<file path="src/rtl/useq_pkg.sv">
// Shared opcode encoding and default geometry for the microsequencer next-address stage.
package useq_pkg;

    localparam int AW_DEF    = 5;
    localparam int DEPTH_DEF = 4;
    localparam int CW_DEF    = 8;

    typedef enum logic [2:0] {
        OP_CONT  = 3'b000,
        OP_JMP   = 3'b001,
        OP_BRC   = 3'b010,
        OP_CALL  = 3'b011,
        OP_RET   = 3'b100,
        OP_LDCNT = 3'b101,
        OP_LOOP  = 3'b110,
        OP_WAIT  = 3'b111
    } seq_op_t;

endpackage

</file>
<file path="src/rtl/ustack.sv">
// DEPTH x AW LIFO holding micro-subroutine return addresses; only the pointer is reset.
module ustack #(
    parameter int AW    = 5,
    parameter int DEPTH = 4
) (
    input  logic                     clk,
    input  logic                     reset,
    input  logic                     push,
    input  logic                     pop,
    input  logic [AW-1:0]            din,
    output logic [AW-1:0]            dout,
    output logic                     full,
    output logic                     empty,
    output logic [$clog2(DEPTH):0]   depth
);

    localparam int PW = $clog2(DEPTH);
    localparam logic [PW:0] FULL_LVL = (PW+1)'(DEPTH);
    localparam logic [PW:0] ONE      = (PW+1)'(1);

    logic [AW-1:0] mem [DEPTH];
    logic [PW:0]   sp;
    logic [PW:0]   top;
    logic          do_push;
    logic          do_pop;

    assign full    = (sp == FULL_LVL);
    assign empty   = (sp == '0);
    assign depth   = sp;
    assign top     = sp - ONE;
    // Top-of-stack is read combinationally so a RET right after a CALL sees the new entry.
    assign dout    = mem[top[PW-1:0]];
    assign do_push = push & ~full;
    assign do_pop  = pop & ~empty & ~push;

    always_ff @(posedge clk) begin
        if (reset) begin
            sp <= '0;
        end else if (do_push) begin
            sp <= sp + ONE;
        end else if (do_pop) begin
            sp <= sp - ONE;
        end
    end

    always_ff @(posedge clk) begin
        if (do_push) begin
            mem[sp[PW-1:0]] <= din;
        end
    end

endmodule

</file>
<file path="src/rtl/useq_ctl.sv">
// Microsequencer next-address stage: decodes seq_op each cycle and drives load_incr/upc_next
// into the uPC register, owning the return stack and the loop counter.
module useq_ctl
    import useq_pkg::*;
#(
    parameter int AW    = AW_DEF,
    parameter int DEPTH = DEPTH_DEF,
    parameter int CW    = CW_DEF
) (
    input  logic                     clk,
    input  logic                     reset,
    input  logic [AW-1:0]            upc,
    input  logic [2:0]               seq_op,
    input  logic [AW-1:0]            target,
    input  logic [1:0]               cond_sel,
    input  logic                     cond_inv,
    input  logic [3:0]               flags,
    input  logic [CW-1:0]            cnt_imm,
    output logic                     load_incr,
    output logic [AW-1:0]            upc_next,
    output logic [$clog2(DEPTH):0]   sp_depth,
    output logic                     cnt_zero,
    output logic                     stk_ovf,
    output logic                     stk_unf
);

    seq_op_t       op;
    logic          cond;
    logic [AW-1:0] inc;

    logic          push;
    logic          pop;
    logic [AW-1:0] stk_dout;
    logic          stk_full;
    logic          stk_empty;

    logic [CW-1:0] cnt;
    logic [CW-1:0] cnt_nxt;
    logic          ovf_set;
    logic          unf_set;

    assign op       = seq_op_t'(seq_op);
    assign cond     = flags[cond_sel] ^ cond_inv;
    assign inc      = upc + AW'(1);
    assign cnt_zero = (cnt == '0);

    ustack #(
        .AW    (AW),
        .DEPTH (DEPTH)
    ) u_stack (
        .clk   (clk),
        .reset (reset),
        .push  (push),
        .pop   (pop),
        .din   (inc),
        .dout  (stk_dout),
        .full  (stk_full),
        .empty (stk_empty),
        .depth (sp_depth)
    );

    // Next-address decode. During reset nothing is allowed to touch state and the
    // uPC is steered to address 0.
    always_comb begin
        load_incr = 1'b0;
        upc_next  = inc;
        push      = 1'b0;
        pop       = 1'b0;
        cnt_nxt   = cnt;
        ovf_set   = 1'b0;
        unf_set   = 1'b0;
        if (reset) begin
            load_incr = 1'b1;
            upc_next  = '0;
        end else begin
            case (op)
                OP_CONT: begin
                end
                OP_JMP: begin
                    load_incr = 1'b1;
                    upc_next  = target;
                end
                OP_BRC: begin
                    if (cond) begin
                        load_incr = 1'b1;
                        upc_next  = target;
                    end
                end
                OP_CALL: begin
                    // A full stack drops the return address but the call still jumps.
                    push      = ~stk_full;
                    ovf_set   = stk_full;
                    load_incr = 1'b1;
                    upc_next  = target;
                end
                OP_RET: begin
                    load_incr = 1'b1;
                    if (stk_empty) begin
                        upc_next = '0;
                        unf_set  = 1'b1;
                    end else begin
                        pop      = 1'b1;
                        upc_next = stk_dout;
                    end
                end
                OP_LDCNT: begin
                    cnt_nxt = cnt_imm;
                end
                OP_LOOP: begin
                    // Counter saturates at zero; exhausted loops fall through.
                    if (cnt != '0) begin
                        cnt_nxt   = cnt - CW'(1);
                        load_incr = 1'b1;
                        upc_next  = target;
                    end
                end
                OP_WAIT: begin
                    if (!cond) begin
                        load_incr = 1'b1;
                        upc_next  = upc;
                    end
                end
                default: begin
                end
            endcase
        end
    end

    always_ff @(posedge clk) begin
        if (reset) begin
            cnt     <= '0;
            stk_ovf <= 1'b0;
            stk_unf <= 1'b0;
        end else begin
            cnt <= cnt_nxt;
            if (ovf_set) begin
                stk_ovf <= 1'b1;
            end
            if (unf_set) begin
                stk_unf <= 1'b1;
            end
        end
    end

endmodule

</file>
<file path="config.mk">
export PLATFORM = sky130hd
export DESIGN_NAME = useq_ctl
export DESIGN_NICKNAME = d
export VERILOG_FILES = /design/src/rtl/useq_pkg.sv /design/src/rtl/ustack.sv /design/src/rtl/useq_ctl.sv
export SDC_FILE = /design/constraint.sdc
export NUM_CORES = 1
export LEC_CHECK = 0
export BUFFER_PORTS_ARGS = -buffer_cell sky130_fd_sc_hd__clkbuf_2
export CAP_MARGIN = 40
export CORE_MARGIN = 1
export CORE_UTILIZATION = 53
export DETAILED_ROUTE_END_ITERATION = 8
export GPL_TIMING_DRIVEN = 0
export PLACE_DENSITY = 0.8
export SYNTH_ARGS = -nofsm -noshare
export SYNTH_HDL_FRONTEND = slang
export SYNTH_SLANG_ARGS = --single-unit
</file>
<file path="constraint.sdc">
create_clock -name clk -period 3.3 [get_ports clk]
set_input_delay 0.66 -clock clk [delete_from_list [all_inputs] [get_ports clk]]
set_output_delay 0.66 -clock clk [all_outputs]
set_load 0.02 [all_outputs]
</file>
Word level (Yosys, flattened, before mapping)

Memories as Yosys holds them, arrays and structs flattened.
Index checks and enable logic that the tools add are counted.

Add/subtract/negate cells: 4
Magnitude comparators: 1
Equality and inequality tests: 9
Mux-type cells: 29
Bitwise operators: 7
Reduce and logical (&&, ||, !) cells: 8

Operators by type and width:

| kind                                                                   | number |
|---|---|
| 5-bit two-way mux                                                      | 5 |
| 5-bit one-hot mux with 5 select lines                                  | 1 |
| 1-bit two-way mux                                                      | 17 |
| 8-bit one-hot mux with 2 select lines                                  | 1 |
| 3-bit equality test (second input constant)                            | 5 |
| 8-bit zero test                                                        | 1 |
| 8-bit two-way mux                                                      | 1 |
| 8-bit nonzero test                                                     | 1 |
| 8-bit by 1-bit subtractor with 8-bit output (second input constant)    | 1 |
| 3-bit by 2-bit equality test with 1-bit output (second input constant) | 2 |
| 3-bit two-way mux                                                      | 2 |
| 5-bit by 1-bit adder with 5-bit output (second input constant)         | 1 |
| 1-bit one-hot mux with 4 select lines                                  | 1 |
| 2-bit nonzero test                                                     | 2 |
| 3-bit by 1-bit adder with 3-bit output (second input constant)         | 1 |
| 1-bit AND                                                              | 3 |
| 3-bit by 1-bit equality test with 1-bit output (second input constant) | 1 |
| 3-bit zero test                                                        | 1 |
| 2-bit by 3-bit < comparator with 1-bit output (second input constant)  | 1 |
| 1-bit inverter                                                         | 3 |
| 3-bit OR reduction                                                     | 1 |
| 3-bit by 1-bit subtractor with 3-bit output (second input constant)    | 1 |
| 1-bit binary-select mux with 2-bit select                              | 1 |
| 2-bit inequality test (second input constant)                          | 1 |
| 3 further kinds                                                        | 3 |

Register bits: 13
Bits in writable memories: 20
Output and inout bits: 12
Logic and storage cells: 63
Memories: 1

Memory list:

| name        | depth | bits a word | read ports | clocked after memory_dff | wr ports | RTL line     | source |
|---|---|---|---|---|---|---|---|
| u_stack.mem | 4     | 5           | 1          | 0                        | 1        | ustack.sv:21 | `logic [AW-1:0] mem [DEPTH];` |

Logic depth before layout (Yosys ltp)

Gate-level depths: netlist of run 1.

Word-level depth: 8
Mapped depth: 8
Mapped depth without buffers: 7

Modules after synthesis

From an unflattened synthesis of run 1, not the netlist that was laid out.

Cell total of the unflattened synthesis: 209
Area total of the unflattened synthesis: 2104.5 um^2

By module, submodules not included:

| module   | times used | cells an instance | area each (um^2) | seq. area each (um^2) |
|---|---|---|---|---|
| useq_ctl | 1          | 151               | 1116.1           | 200.2 |
| ustack   | 1          | 58                | 988.4            | 660.6 |

Least setup slack after synthesis of run 1

Ideal clock, no wire load.

Path type: register -> output
Start: register u_stack.sp[0], in the netlist u_stack.depth[0]
End: output port upc_next[1]
Arrival: 2.435 ns
Setup slack: 0.205 ns
Cell stages (with the launch flop): 9
Buffers on the path: 2
Cells stage by stage: dfxtp_1 -> clkbuf_1 -> inv_1 -> ha_1 -> clkbuf_1 -> mux4_2 -> and3_1 -> a221oi_1 -> o22ai_1

Cells in the longest elaborated chain, start to end: 5
Elaborated cells between the ends (all ways): 6

RTL lines:

| what                                        | RTL line       | source |
|---|---|---|
| start, declared                             | ustack.sv:22   | `logic [PW:0] sp;` |
| start signal, assigned                      | ustack.sv:40   | `sp <= sp + ONE;` |
| start signal, assigned                      | ustack.sv:42   | `sp <= sp - ONE;` |
| 3-bit by 1-bit subtractor with 3-bit output | ustack.sv:30   | `assign top = sp - ONE;` |
| memory 4 x 5 bit                            | -              |  |
| 5-bit two-way mux *                         | useq_ctl.sv:98 | `if (stk_empty) begin` |
| 5-bit one-hot mux with 5 select lines *     | useq_ctl.sv:76 | `case (op)` |
| 5-bit two-way mux *                         | useq_ctl.sv:72 | `if (reset) begin` |
| end, declared                               | useq_ctl.sv:20 | `output logic [AW-1:0] upc_next,` |

Every way passes the cells marked *; elsewhere a longest branch is shown, timed or not.

Worst setup path after layout of run 1

Start: input port cond_sel[0]
End: output port upc_next[2]

Cells in the longest elaborated chain, start to end: 6
Elaborated cells between the ends (all ways): 7

RTL lines:

| what                                        | RTL line                        | source |
|---|---|---|
| start, declared                             | useq_ctl.sv:15                  | `input logic [1:0] cond_sel,` |
| 1-bit binary-select mux with 2-bit select * | useq_ctl.sv:43                  | `assign cond = flags[cond_sel] ^ cond_inv;` |
| 1-bit two-way mux (not written as such) *   | useq_ctl.sv:43                  |  |
| 1-bit bitwise XOR *                         | useq_ctl.sv:43                  |  |
| 5-bit two-way mux, on equally long branches | useq_ctl.sv:118, useq_ctl.sv:84 |  |
| 5-bit one-hot mux with 5 select lines *     | useq_ctl.sv:76                  |  |
| 5-bit two-way mux *                         | useq_ctl.sv:72                  |  |

Every way passes the cells marked *; elsewhere a longest branch is shown, timed or not. The select of a mux whose other input is x is not followed.

==> metrics.md, run 1 <==
| Metric | Value |
|---|---|
| Core area | 3360 µm² |
| Synthesis-stage register bit count | 33 |
| Number of buffers inserted during clock tree synthesis | 5 |
| Detailed-routed wire length on met2 | 2000 µm |
| Clock network latency to the later pin of the worst-skew pair | 0.34 ns |
| Post-CTS setup buffer count | 0 |
| Post-Route M1 WL | 1780 µm |
| Total half-perimeter wirelength after legalization and detailed placement | 3030 µm |
| Clk buf depth | 2 |
| Count of endpoints failing hold in the final timing report | 0 |
| Total area of multi-input combinational cells | 945 µm² |
| Critical register-to-register path startpoint | u_stack.depth[0]$_SDFFE_PP0P_ |
| Number of max-slew violations in the final report | 0 |
| Cell leakage power | 0.896 nW |
| H-tree levels | 2 |
| Total of warnings raised by yosys | 0 |
| Share of final-layout standard cells stronger than drive strength 1 | 26.5% |
| Top cell type by total area after synthesis | sky130_fd_sc_hd__edfxtp_1 |
| Top routing layer in use | met4 |
| Final critical-path required period | 3.16 ns |
| WL final | 4080 µm |
| Area enclosed by the die boundary | 3760 µm² |
| Worst setup slack for register-to-register paths | 1.11 ns |
| Area fraction in compound gates after synthesis | 16.3% |
| Async set or reset register ratio after synthesis | 0% |
| Post-place instance area | 2130 µm² |
| EDFF count, synth | 20 |
| Dominant register cell in the synthesized netlist | sky130_fd_sc_hd__edfxtp_1 |
| Average vias per placed instance | 5.62 |
| Commonest cells post-synth | 20 x sky130_fd_sc_hd__edfxtp_1, 17 x sky130_fd_sc_hd__nor2_1, 16 x sky130_fd_sc_hd__nand2_1 |
| Crit. End Element | output pin |
| Max Fclk | 316 MHz |
| DRC violations left | 0 |
| Tcrit/Tclk final | 95.9% |
| Instance count of the mapped netlist | 186 |
| Floorplan die height | 61.3 µm |
| Met3 routed WL | 264 µm |
| Combinational family with the most area after synthesis | simple AND/OR/NAND/NOR gates |
| Maximum fanout encountered on the critical timing path | 5 |
| Layout area overhead | 19.9% |
| Initial antenna violation count | 0 |
| Number of maximum-capacitance constraint violations | 0 |
| First-pass GRT wire length | 6180 µm |
| Clk root buf | sky130_fd_sc_hd__clkbuf_4 |
| Most frequently used cell type in the post-synthesis netlist | sky130_fd_sc_hd__edfxtp_1 |
| Worst setup path start | cond_sel[0] |
| Run status | finished, final reports clean |
| Measured slew at the worst slew-check pin | 0.802 ns |
| Minimum hold slack | 0.502 ns |
| Power per cell area | 434 nW/µm² |
| Number of cells on the worst reg-to-reg path | 6 |
| Fraction of the yosys area taken by sequential cells | 46.2% |
| Mux cell area share after synthesis | 8.39% |
| Most area-consuming cells after synthesis | sky130_fd_sc_hd__edfxtp_1 32%, sky130_fd_sc_hd__dfxtp_1 14%, sky130_fd_sc_hd__mux4_2 7.3% |
| Ports | 42 |
| Pin count of the biggest net entering global routing | 11 |
| Vias | 1,573 |
| Post-synthesis share of cell area spent on xor and xnor gates | 3.29% |
| Violation count after the first detailed-route iteration | 185 |
| Setup repair after global routing missed its margin | no |
| Arithmetic-cell share of the synthesized area counting full adders, half adders and majority gates | 4.70% |
| Number of failing setup endpoints in the final timing report | 0 |
| Number of rows in the core area | 21 |
| Capture instance of the worst register-to-register path | u_stack.mem[3][1]$_DFFE_PP_ |
| Worst max-slew margin expressed relative to the limit | 46.1% |
| Number of global-route vias before repair | 1,380 |
| Final core utilization | 66.4% |
| Average cell area after synthesis | 10.0 µm² |
| Worst Hold Class | flip-flop to flip-flop |
| Mapped Area | 1860 µm² |
| Top-area cell type share of the netlist area | 32.2% |
| Drt pass-1 iters | 4 |
| Worst IR Drop VDD | 0.319 mV |
| Overflow after GRT | 0 |
| Remaining antenna violation count | 0 |
| Clock sink total | 33 |
| DR WL/cell | 14.6 µm |
| Arrival @ worst endpoint | 2.50 ns |
| Number of nets in the layout | 270 |
| Crit path to | upc_next[2] |
| Skew final | 0.0108 ns |
| Synthesized Nets | 223 |
| Storage element area | 861 µm² |
| Global Route Usage Sum | 23.8% |
| Crit start category | input port |
| Worst Path Required | 2.64 ns |
| Crit Path Class | input port to output pin |
| Antenna diode count | 0 |
| Input/output buffers | 41 |
| Die Wd | 61.3 µm |
| Clock tree from TritonCTS | built |
| Post-route cell area | 2230 µm² |
| Distinct cells, synth | 40 |
| Clock edge transition at the registers on the reported setup and hold paths | 0.09 ns |
| GPL Wtd Cong | 0.802 |
| Post-Synth Simple-Gate Area | 16.5% |
| Total of fill cells in the finished design | 290 |
| Starting Density | 55.4% |
## repair_timing
| item | CTS | global route |
|---|---|---|
| setup endpoints to repair | 5 | 4 |
| hold endpoints to repair | 0 | 0 |
| gates resized for setup | 4 | 4 |
| hold buffers | 0 | 0 |
| gates cloned | 0 | 0 |
## layout by cell type, fill, tap and decap left out, types with 3 or more instances in the layout
| master | n |
|---|---|
| sky130_fd_sc_hd__nand3_1 | 5 |
| sky130_fd_sc_hd__xor2_1 | 3 |
| sky130_fd_sc_hd__nand2b_1 | 3 |
| sky130_fd_sc_hd__edfxtp_1 | 20 |
| sky130_fd_sc_hd__clkbuf_4 | 5 |
| sky130_fd_sc_hd__a211oi_1 | 4 |
| sky130_fd_sc_hd__xnor2_1 | 4 |
| sky130_fd_sc_hd__a21oi_1 | 12 |
| sky130_fd_sc_hd__o21ai_0 | 10 |
| sky130_fd_sc_hd__inv_1 | 12 |
| sky130_fd_sc_hd__a221oi_1 | 5 |
| sky130_fd_sc_hd__nand2_1 | 16 |
| sky130_fd_sc_hd__and2_1 | 6 |
| sky130_fd_sc_hd__o22ai_1 | 5 |
| sky130_fd_sc_hd__and3_1 | 4 |
| sky130_fd_sc_hd__mux4_2 | 6 |
| sky130_fd_sc_hd__clkbuf_1 | 6 |
| sky130_fd_sc_hd__dfxtp_1 | 13 |
| sky130_fd_sc_hd__nor2_1 | 17 |
| sky130_fd_sc_hd__ha_1 | 6 |
| sky130_fd_sc_hd__clkbuf_2 | 41 |
## cell families (layout without fill, tap and decap cells)
logic type / Yosys count / in the layout
adders and majority gates: 7 / 7
xor gates and xnor gates: 7 / 7
muxes: 8 / 8
buffers and inverters: 21 / 69
AOI/OAI and AO/OA: 47 / 47
and+or+nand+nor: 63 / 63
DFF: 33 / 33
## cell type report
type	instances	area share, %
Buffer	8	1.85
Inverter	12	2.02
Multi-Input combinational cell	132	42.3
Tap cell	46	2.58
Timing Repair Buffer	41	9.18
Clock buffer	8	3.58
Sequential cell	33	38.5
## critical path, cell delays in order
cell                       delay (ns)
sky130_fd_sc_hd__clkbuf_2        0.09
sky130_fd_sc_hd__mux4_2          0.52
sky130_fd_sc_hd__xor2_1          0.19
sky130_fd_sc_hd__a221o_1         0.40
sky130_fd_sc_hd__a221oi_1        0.33
sky130_fd_sc_hd__o22ai_1         0.13
sky130_fd_sc_hd__clkbuf_2        0.18
## registers in the layout (all words and copies together) (netlist names)
| name | flops |
|---|---|
| cnt | 8 |
| stk_unf | 1 |
| u_stack.depth | 3 |
| stk_ovf | 1 |
| u_stack.mem | 20 |
## worst min-delay path by stage
stage	from	end	slack, ns	cells past startpoint
after floorplan	cnt[7]$_SDFFE_PP0P_	cnt[7]$_SDFFE_PP0P_	0.46	2
after global placement	stk_unf$_SDFFE_PP0P_	stk_unf$_SDFFE_PP0P_	0.46	2
after detailed placement	stk_unf$_SDFFE_PP0P_	stk_unf$_SDFFE_PP0P_	0.48	2
after CTS	stk_unf$_SDFFE_PP0P_	stk_unf$_SDFFE_PP0P_	0.50	2
after global routing	stk_ovf$_SDFFE_PP0P_	stk_ovf$_SDFFE_PP0P_	0.54	2
final	stk_unf$_SDFFE_PP0P_	stk_unf$_SDFFE_PP0P_	0.50	2
## metal layers
layer  vias to the layer above  track usage [%]
li1                        783                -
met1                       736             29.5
met2                        50             41.3
met3                         4             6.51
met4                         0             5.84
met5                         -                0
## through the flow
step           std cells  setup TNS [ns]  setup slack (ns)  power [W]
2_1_floorplan        186               0             0.205   0.000613
3_3_place_gp         273          -0.134           -0.0439   0.000673
3_5_place_dp         273          -0.374            -0.101   0.000677
4_1_cts              280               0            0.0835   0.000965
5_1_grt              280               0         0.0000304    0.00101
6_report             280               0             0.136   0.000971
## where the power goes
part	total [W]	internal (W)	switching, W
Sequential	0.000460	0.000450	0.0000100
Clock	0.000292	0.000150	0.000141
Combinational	0.000218	0.0000941	0.000124
No activity file was read; power rests on OpenSTA's default activity.
==> run 2: changes to the inputs <==
--- a/config.mk
+++ b/config.mk
@@ -8,10 +8,10 @@
 export BUFFER_PORTS_ARGS = -buffer_cell sky130_fd_sc_hd__clkbuf_2
 export CAP_MARGIN = 40
 export CORE_MARGIN = 1
-export CORE_UTILIZATION = 53
+export CORE_UTILIZATION = 33
 export DETAILED_ROUTE_END_ITERATION = 8
 export GPL_TIMING_DRIVEN = 0
-export PLACE_DENSITY = 0.8
+export PLACE_DENSITY = 0.55
 export SYNTH_ARGS = -nofsm -noshare
 export SYNTH_HDL_FRONTEND = slang
 export SYNTH_SLANG_ARGS = --single-unit
==> run 2 against run 1 <==
First-iteration DRC count down 54%. Maximum frequency down 0.98%. Critical path type unchanged. Die area up 58%. Power up 8.8%.
==> metrics.md, run 2 (synthesized netlist as in run 1, its figures left out) <==
| Metric | Value |
|---|---|
| Number of rows in the core area | 26 (was 21) |
| Most frequent standard cell in the layout excluding fill and tap cells | sky130_fd_sc_hd__clkbuf_2 (unchanged) |
| Max incr delay on CP | 0.53 ns (was 0.52 ns) |
| DR WL/cell | 15.1 µm (was 14.6 µm) |
| Starting Density | 35.4% (was 55.4%) |
| WL final | 4610 µm (was 4080 µm) |
| Layout area overhead | 23.6% (was 19.9%) |
| Crit start category | input port (unchanged) |
| Floorplan die height | 77.1 µm (was 61.3 µm) |
| Overflow after GRT | 0 (unchanged) |
| Worst max-slew margin expressed relative to the limit | 58.9% (was 46.1%) |
| Clock sink total | 33 (unchanged) |
| Drt pass-1 iters | 4 (unchanged) |
| Die Wd | 77.1 µm (was 61.3 µm) |
| Ports | 42 (unchanged) |
| Average vias per placed instance | 5.14 (was 5.62) |
| Crit. End Element | output pin (unchanged) |
| H-tree levels | 2 (unchanged) |
| Number of nets in the layout | 272 (was 270) |
| Worst Path Required | 2.64 ns (about the same) |
| Number of failing setup endpoints in the final timing report | 0 (unchanged) |
| Remaining antenna violation count | 0 (unchanged) |
| Number of buffers and inverters on the critical path | 2 (unchanged) |
| Setup repair after global routing missed its margin | no (unchanged) |
| Clk root buf | sky130_fd_sc_hd__clkbuf_8 (was sky130_fd_sc_hd__clkbuf_4) |
| Antenna diode count | 0 (unchanged) |
| Number of buffers inserted during clock tree synthesis | 5 (unchanged) |
| Final core utilization | 43.7% (was 66.4%) |
| Number of flip-flops in the largest register | 20 (unchanged) |
| Chain of cells forming the critical path | clkbuf_2, mux4_2, xor2_1, a221o_1, a221oi_1, o22ai_1, clkbuf_2 (unchanged) |
| Post-CTS setup buffer count | 0 (unchanged) |
| Arrival @ worst endpoint | 2.54 ns (was 2.50 ns) |
| Worst IR Drop VDD | 0.234 mV (was 0.319 mV) |
| Final critical-path required period | 3.20 ns (was 3.16 ns) |
| Number of global-route vias before repair | 1,506 (was 1,380) |
| Cell with the largest stage delay on the worst path | sky130_fd_sc_hd__mux4_2 (unchanged) |
| Worst Hold Class | flip-flop to flip-flop (unchanged) |
| Max Fclk | 313 MHz (was 316 MHz) |
| Worst setup slack for register-to-register paths | 1.19 ns (was 1.11 ns) |
| Clock edge transition at the registers on the reported setup and hold paths | 0.07 ns (was 0.09 ns) |
| Tcrit/Tclk final | 96.8% (was 95.9%) |
| Power per cell area | 459 nW/µm² (was 434 nW/µm²) |
| Commonest non-fill, non-tap cells in the layout | 42 x sky130_fd_sc_hd__clkbuf_2, 20 x sky130_fd_sc_hd__edfxtp_1, 17 x sky130_fd_sc_hd__nor2_1, 16 x sky130_fd_sc_hd__nand2_1, 13 x sky130_fd_sc_hd__dfxtp_1 (was 41 x sky130_fd_sc_hd__clkbuf_2, 20 x sky130_fd_sc_hd__edfxtp_1, 17 x sky130_fd_sc_hd__nor2_1, 16 x sky130_fd_sc_hd__nand2_1, 13 x sky130_fd_sc_hd__dfxtp_1) |
| Total half-perimeter wirelength after legalization and detailed placement | 3410 µm (was 3030 µm) |
| Number of maximum-capacitance constraint violations | 0 (unchanged) |
| Initial antenna violation count | 0 (unchanged) |
| Core area | 5270 µm² (was 3360 µm²) |
| Crit Path Class | input port to output pin (unchanged) |
| Critical register-to-register path startpoint | u_stack.depth[0]$_SDFFE_PP0P_ (unchanged) |
| Skew final | 0.00715 ns (was 0.0108 ns) |
| Number of cells on the worst reg-to-reg path | 7 (was 6) |
| Post-route total power | 0.00106 W (was 0.000971 W) |
| Maximum fanout encountered on the critical timing path | 5 (unchanged) |
| Post-Route M1 WL | 2200 µm (was 1780 µm) |
| Global Route Usage Sum | 16.5% (was 23.8%) |
| Hold_sp | stk_unf$_SDFFE_PP0P_ (unchanged) |
| Top routing layer in use | met4 (unchanged) |
| Detailed-routed wire length on met2 | 2060 µm (was 2000 µm) |
| Instance count along the most critical hold path | 2 (unchanged) |
| Number of stages on the worst setup path | 7 (unchanged) |
| CTS Hold Buffers Added | 0 (unchanged) |
| Share of final-layout standard cells stronger than drive strength 1 | 27.1% (was 26.5%) |
| Met3 routed WL | 282 µm (was 264 µm) |
| Input/output buffers | 41 (unchanged) |
| Area enclosed by the die boundary | 5950 µm² (was 3760 µm²) |
| Most frequent CP cell | sky130_fd_sc_hd__clkbuf_2 (unchanged) |
| Setup total negative slack | 0 ns (unchanged) |
| Capture instance of the worst register-to-register path | u_stack.mem[3][2]$_DFFE_PP_ (was u_stack.mem[3][1]$_DFFE_PP_) |
| Run status | finished, final reports clean (unchanged) |
| GPL Wtd Cong | 0.765 (was 0.802) |
| Clk buf depth | 2 (unchanged) |
| DRC violations left | 0 (unchanged) |
| End of the worst hold path | stk_unf$_SDFFE_PP0P_ (unchanged) |
| Number of max-slew violations in the final report | 0 (unchanged) |
| Violation count after the first detailed-route iteration | 85 (was 185) |
| Pin count of the biggest net entering global routing | 12 (was 11) |
| Count of endpoints failing hold in the final timing report | 0 (unchanged) |
| Clock network latency to the later pin of the worst-skew pair | 0.28 ns (was 0.34 ns) |
| Family of cells with the greatest summed delay on the critical path | compound AO/OA/AOI/OAI gates (unchanged) |
| First-pass GRT wire length | 7460 µm (was 6180 µm) |
| Clock tree from TritonCTS | built (unchanged) |
| Vias | 1,573 (unchanged) |
| Measured slew at the worst slew-check pin | 0.611 ns (was 0.802 ns) |
| Cell leakage power | 0.916 nW (was 0.896 nW) |
run 2: worst max-delay path by stage:
stage | startpoint | endpoint | slack, ns
6_report | cond_sel[0] | upc_next[4] | 0.10
5_1_grt | cond_sel[0] | upc_next[4] | 0.008
4_1_cts | u_stack.depth[0]$_SDFFE_PP0P_ | upc_next[4] | 0.006
3_5_place_dp | u_stack.depth[0]$_SDFFE_PP0P_ | upc_next[4] | -0.20
3_3_place_gp | u_stack.depth[0]$_SDFFE_PP0P_ | upc_next[4] | -0.17
2_1_floorplan | u_stack.depth[0]$_SDFFE_PP0P_ | upc_next[1] | 0.20
run 2: area by class of cell:
class	instances	area, µm²
fill	529	2970
multi-input combinational	132	946
sequential	33	861
timing repair buffer	43	215
tap	70	87.6
clock buffer	6	72.6
inverter	12	45.0
buffer	8	41.3
clock inverter	2	35.0
run 2: metal layers:
layer / vias up / global-route usage (%)
li1: 783 / -
met1: 743 / 22.3
met2: 38 / 24.7
met3: 9 / 4.76
met4: 0 / 6.04
met5: - / 0
run 2: per-stage QoR:
step,instance area [µm²],hold slack (ns),cells,setup WS [ns]
floorplan,1860,0.462,186,0.205
global placement,2160,0.466,297,-0.171
detailed placement,2160,0.462,298,-0.197
CTS,2270,0.493,305,0.00632
global route,2300,0.524,306,0.00782
finish,2300,0.480,306,0.105
run 2: worst reg2reg max path, stage by stage, from the launching register on:
cell and delay (ns):
sky130_fd_sc_hd__dfxtp_1 0.38, sky130_fd_sc_hd__clkbuf_4 0.25, sky130_fd_sc_hd__inv_1 0.13, sky130_fd_sc_hd__ha_4 0.20
sky130_fd_sc_hd__nand2_1 0.06, sky130_fd_sc_hd__nand3_1 0.18, sky130_fd_sc_hd__nor3_1 0.40, sky130_fd_sc_hd__buf_2 0.24
run 2: power breakdown:
group	total (W)	internal [W]	leakage, nW	switching (W)
registers	0.000461	0.000451	0.286	0.00000987
clock network	0.000369	0.000224	0.0552	0.000145
logic	0.000226	0.0000950	0.575	0.000131
run 2: timing repair:
item / in CTS / in global routing
pin swaps: 0 / 0
setup endpoints to repair: 5 / 4
gates resized for setup: 3 / 5
==> run 3: changes to the inputs <==
--- a/config.mk
+++ b/config.mk
@@ -11,7 +11,8 @@
 export CORE_UTILIZATION = 33
 export DETAILED_ROUTE_END_ITERATION = 8
 export GPL_TIMING_DRIVEN = 0
-export PLACE_DENSITY = 0.55
+export PLACE_DENSITY = 0.52
 export SYNTH_ARGS = -nofsm -noshare
 export SYNTH_HDL_FRONTEND = slang
+export SYNTH_HIERARCHICAL = 1
 export SYNTH_SLANG_ARGS = --single-unit
==> run 3 against run 2 <==
Synthesized area up 13%. Hold slack got worse by 0.0029 ns. Die area increased by 13%. Non-clock buffer count increased by 1. Global-route usage is 1.4 points higher. Largest power group unchanged. Sequential power is 1% lower.
==> metrics.md, run 3 <==
| Metric | Value |
|---|---|
| Average cell area after synthesis | 10.1 µm² (was 10.0 µm²) |
| First-pass GRT wire length | 8760 µm (was 7460 µm) |
| Commonest cells post-synth | 20 x sky130_fd_sc_hd__edfxtp_1, 15 x sky130_fd_sc_hd__a21oi_1, 15 x sky130_fd_sc_hd__nor2_1 (was 20 x sky130_fd_sc_hd__edfxtp_1, 17 x sky130_fd_sc_hd__nor2_1, 16 x sky130_fd_sc_hd__nand2_1) |
| Number of failing setup endpoints in the final timing report | 0 (unchanged) |
| Part of the power in the clock network | 35.7% (was 34.9%) |
| Post-route cell area | 2570 µm² (was 2300 µm²) |
| H-tree levels | 2 (unchanged) |
| Post-route total power | 0.00106 W (about the same) |
| Hold_sp | stk_unf$_SDFFE_PP0P_ (unchanged) |
| Ports | 42 (unchanged) |
| Power per cell area | 414 nW/µm² (was 459 nW/µm²) |
| Synthesized Nets | 246 (was 223) |
| Worst Hold Class | flip-flop to flip-flop (unchanged) |
| Worst Setup Slack, final | 0.115 ns (was 0.105 ns) |
| Mapped Area | 2100 µm² (was 1860 µm²) |
| Clock edge transition at the registers on the reported setup and hold paths | 0.07 ns (about the same) |
| Number of rows in the core area | 28 (was 26) |
| Number of max-slew violations in the final report | 0 (unchanged) |
| Max Fclk | 314 MHz (was 313 MHz) |
| Instance count of the mapped netlist | 209 (was 186) |
| Async set or reset register ratio after synthesis | 0% (unchanged) |
| Met3 routed WL | 331 µm (was 282 µm) |
| Run status | finished, final reports clean (unchanged) |
| Number of buffers inserted during clock tree synthesis | 5 (unchanged) |
| Clk buf depth | 2 (unchanged) |
| Sequential group share of total power | 42.8% (was 43.6%) |
| DR WL/cell | 16.1 µm (was 15.1 µm) |
| Total half-perimeter wirelength after legalization and detailed placement | 4060 µm (was 3410 µm) |
| Capture instance of the worst register-to-register path | u_stack/mem[2][2]$_DFFE_PP_ (was u_stack.mem[3][2]$_DFFE_PP_) |
| Cell leakage power | 1.01 nW (was 0.916 nW) |
| Final core utilization | 42.6% (was 43.7%) |
| Arithmetic-cell share of the synthesized area counting full adders, half adders and majority gates | 4.16% (was 4.70%) |
| Arrival @ worst endpoint | 2.53 ns (was 2.54 ns) |
| Clock tree from TritonCTS | built (unchanged) |
| Worst max-slew margin expressed relative to the limit | 56.9% (was 58.9%) |
| Area enclosed by the die boundary | 6700 µm² (was 5950 µm²) |
| Post-Synth Simple-Gate Area | 20.6% (was 16.5%) |
| Area fraction in compound gates after synthesis | 18.5% (was 16.3%) |
| Distinct cells, synth | 52 (was 40) |
| Total of warnings raised by yosys | 6 (was 0) |
| Input/output buffers | 41 (unchanged) |
| Pre-CTS setup slack | -0.138 ns (was -0.197 ns) |
| Post-synthesis share of cell area spent on xor and xnor gates | 3.27% (was 3.29%) |
| Layout area overhead | 21.9% (was 23.6%) |
| Vias | 1,814 (was 1,573) |
| Critical register-to-register path startpoint | u_stack/depth[0]$_SDFFE_PP0P_ (was u_stack.depth[0]$_SDFFE_PP0P_) |
| CTS Hold Buffers Added | 0 (unchanged) |
| Power dissipated by switching net loads | 0.000296 W (was 0.000286 W) |
| Crit start category | input port (unchanged) |
| Initial antenna violation count | 0 (unchanged) |
| Die Wd | 81.9 µm (was 77.1 µm) |
| Floorplan die height | 81.9 µm (was 77.1 µm) |
| Top routing layer in use | met4 (unchanged) |
| Overflow after GRT | 0 (unchanged) |
| EDFF count, synth | 20 (unchanged) |
| Tcrit/Tclk final | 96.5% (was 96.8%) |
| Final critical-path required period | 3.19 ns (was 3.20 ns) |
| Fraction of the yosys area taken by sequential cells | 40.9% (was 46.2%) |
| WL final | 5380 µm (was 4610 µm) |
| Antenna diode count | 0 (unchanged) |
| Number of global-route vias before repair | 1,739 (was 1,506) |
| Global Route Usage Sum | 17.9% (was 16.5%) |
| Mux cell area share after synthesis | 7.85% (was 8.39%) |
| Worst IR Drop VDD | 0.178 mV (was 0.234 mV) |
| GPL Wtd Cong | 0.812 (was 0.765) |
| Average vias per placed instance | 5.43 (was 5.14) |
| Measured slew at the worst slew-check pin | 0.641 ns (was 0.611 ns) |
| Dominant register cell in the synthesized netlist | sky130_fd_sc_hd__edfxtp_1 (unchanged) |
| Core area | 6030 µm² (was 5270 µm²) |
| Remaining antenna violation count | 0 (unchanged) |
| Number of flip-flops in the largest register | 20 (unchanged) |
| End of the worst hold path | stk_unf$_SDFFE_PP0P_ (unchanged) |
| Clock network latency to the later pin of the worst-skew pair | 0.29 ns (was 0.28 ns) |
| Most frequent standard cell in the layout excluding fill and tap cells | sky130_fd_sc_hd__clkbuf_2 (unchanged) |
| Pin count of the biggest net entering global routing | 12 (unchanged) |
| Most area-consuming cells after synthesis | sky130_fd_sc_hd__edfxtp_1 29%, sky130_fd_sc_hd__dfxtp_1 12%, sky130_fd_sc_hd__mux4_2 6.4% (was sky130_fd_sc_hd__edfxtp_1 32%, sky130_fd_sc_hd__dfxtp_1 14%, sky130_fd_sc_hd__mux4_2 7.3%) |
| Starting Density | 34.9% (was 35.4%) |
| Clk root buf | sky130_fd_sc_hd__clkbuf_8 (unchanged) |
| Number of nets in the layout | 295 (was 272) |
| Combinational Power Share | 21.5% (was 21.4%) |
| Count of endpoints failing hold in the final timing report | 0 (unchanged) |
| Instance count along the most critical hold path | 2 (unchanged) |
| Number of maximum-capacitance constraint violations | 0 (unchanged) |
| Commonest non-fill, non-tap cells in the layout | 41 x sky130_fd_sc_hd__clkbuf_2, 20 x sky130_fd_sc_hd__edfxtp_1, 15 x sky130_fd_sc_hd__a21oi_1, 15 x sky130_fd_sc_hd__nor2_1, 12 x sky130_fd_sc_hd__dfxtp_1 (was 42 x sky130_fd_sc_hd__clkbuf_2, 20 x sky130_fd_sc_hd__edfxtp_1, 17 x sky130_fd_sc_hd__nor2_1, 16 x sky130_fd_sc_hd__nand2_1, 13 x sky130_fd_sc_hd__dfxtp_1) |
| Detailed-routed wire length on met2 | 2390 µm (was 2060 µm) |
| P_int | 0.000766 W (was 0.000770 W) |
| Switching share of power | 27.9% (was 27.1%) |
| Crit Path Class | input port to output pin (unchanged) |
| Worst setup slack for register-to-register paths | 0.86 ns (was 1.19 ns) |
| Worst Path Required | 2.64 ns (about the same) |
| Violation count after the first detailed-route iteration | 121 (was 85) |
| Clock sink total | 33 (unchanged) |
| Top-area cell type share of the netlist area | 28.5% (was 32.2%) |
| Most frequently used cell type in the post-synthesis netlist | sky130_fd_sc_hd__edfxtp_1 (unchanged) |
| DRC violations left | 0 (unchanged) |
| Top cell type by total area after synthesis | sky130_fd_sc_hd__edfxtp_1 (unchanged) |
| Post-Route M1 WL | 2600 µm (was 2200 µm) |
| Setup repair after global routing missed its margin | no (unchanged) |
| Combinational family with the most area after synthesis | simple AND/OR/NAND/NOR gates (unchanged) |
| Maximum fanout encountered on the critical timing path | 6 (was 5) |
| Synthesis-stage register bit count | 33 (unchanged) |
| Post-place instance area | 2400 µm² (was 2160 µm²) |
| Share of final-layout standard cells stronger than drive strength 1 | 28.6% (was 27.1%) |
| Skew final | 0.00682 ns (was 0.00715 ns) |
| Drt pass-1 iters | 4 (unchanged) |
| Number of cells on the worst reg-to-reg path | 7 (unchanged) |
| Crit. End Element | output pin (unchanged) |
-- run 3: worst max-delay path by stage --
stage	from	endpoint	slack (ns)
floorplan	u_stack/depth[0]$_SDFFE_PP0P_	upc_next[0]	0.16
global placement	u_stack/depth[0]$_SDFFE_PP0P_	upc_next[0]	-0.11
detailed placement	u_stack/depth[0]$_SDFFE_PP0P_	upc_next[0]	-0.14
CTS	u_stack/depth[0]$_SDFFE_PP0P_	upc_next[0]	0.01
global route	u_stack/depth[0]$_SDFFE_PP0P_	upc_next[0]	0.008
finish	cond_sel[0]	upc_next[1]	0.11
-- run 3: area by class of cell --
class,count,area [µm²]
clock inverters,2,35.0
inverters,11,41.3
flip-flops and latches,33,862
multi-input cells,155,1170
clock buffers,6,72.6
repair buffers,43,233
plain buffers,9,58.8
well taps,75,93.8
fillers,613,3460
-- run 3: layer usage --
layer  GRT usage [%]  vias to the layer above
met5               0                        -
met4            6.32                        0
met3            2.67                        5
met2            27.9                       67
met1            25.1                      853
li1                -                      889
-- run 3: critical path: stages --
cell and delay, ns:
sky130_fd_sc_hd__clkbuf_2 0.09, sky130_fd_sc_hd__mux4_2 0.54, sky130_fd_sc_hd__xor2_2 0.22, sky130_fd_sc_hd__a221o_1 0.39, sky130_fd_sc_hd__and3b_1 0.19, sky130_fd_sc_hd__a211o_1 0.27, sky130_fd_sc_hd__clkbuf_2 0.16
-- run 3: power groups by stage --
| stage | clock network (W) | registers (W) | logic (W) |
|---|---|---|---|
| finish | 0.000379 | 0.000455 | 0.000228 |
| floorplan | 0 | 0.000464 | 0.000149 |
| detailed placement | 0 | 0.000464 | 0.000221 |
| CTS | 0.000388 | 0.000455 | 0.000225 |
| global route | 0.000405 | 0.000456 | 0.000253 |
| global placement | 0 | 0.000464 | 0.000222 |
-- run 3: logic make-up (layout without fill, tap and decap cells) --
logic type | count (synthesis) | after routing
AND/OR/NAND/NOR | 76 | 76
AO/OA/AOI/OAI | 56 | 56
flip-flops | 33 | 33
buffers and inverters | 21 | 71
multiplexers | 9 | 9
adder cells (fa/ha/maj) | 7 | 7
XOR/XNOR | 7 | 7
-- run 3: what timing repair did --
action	4_1_cts	5_1_grt
resized for setup	3	4
pin swaps	0	1
setup endpoints to repair	5	5
hold endpoints to repair	0	0
buffers inserted	0	2
-- run 3: stage by stage --
| step | std cells | setup TNS, ns | hold WS [ns] |
|---|---|---|---|
| after floorplan | 209 | 0 | 0.454 |
| after CTS | 332 | 0 | 0.480 |
| after global placement | 325 | -0.110 | 0.465 |
| after global routing | 334 | 0 | 0.503 |
| final | 334 | 0 | 0.477 |
| after detailed placement | 325 | -0.153 | 0.462 |
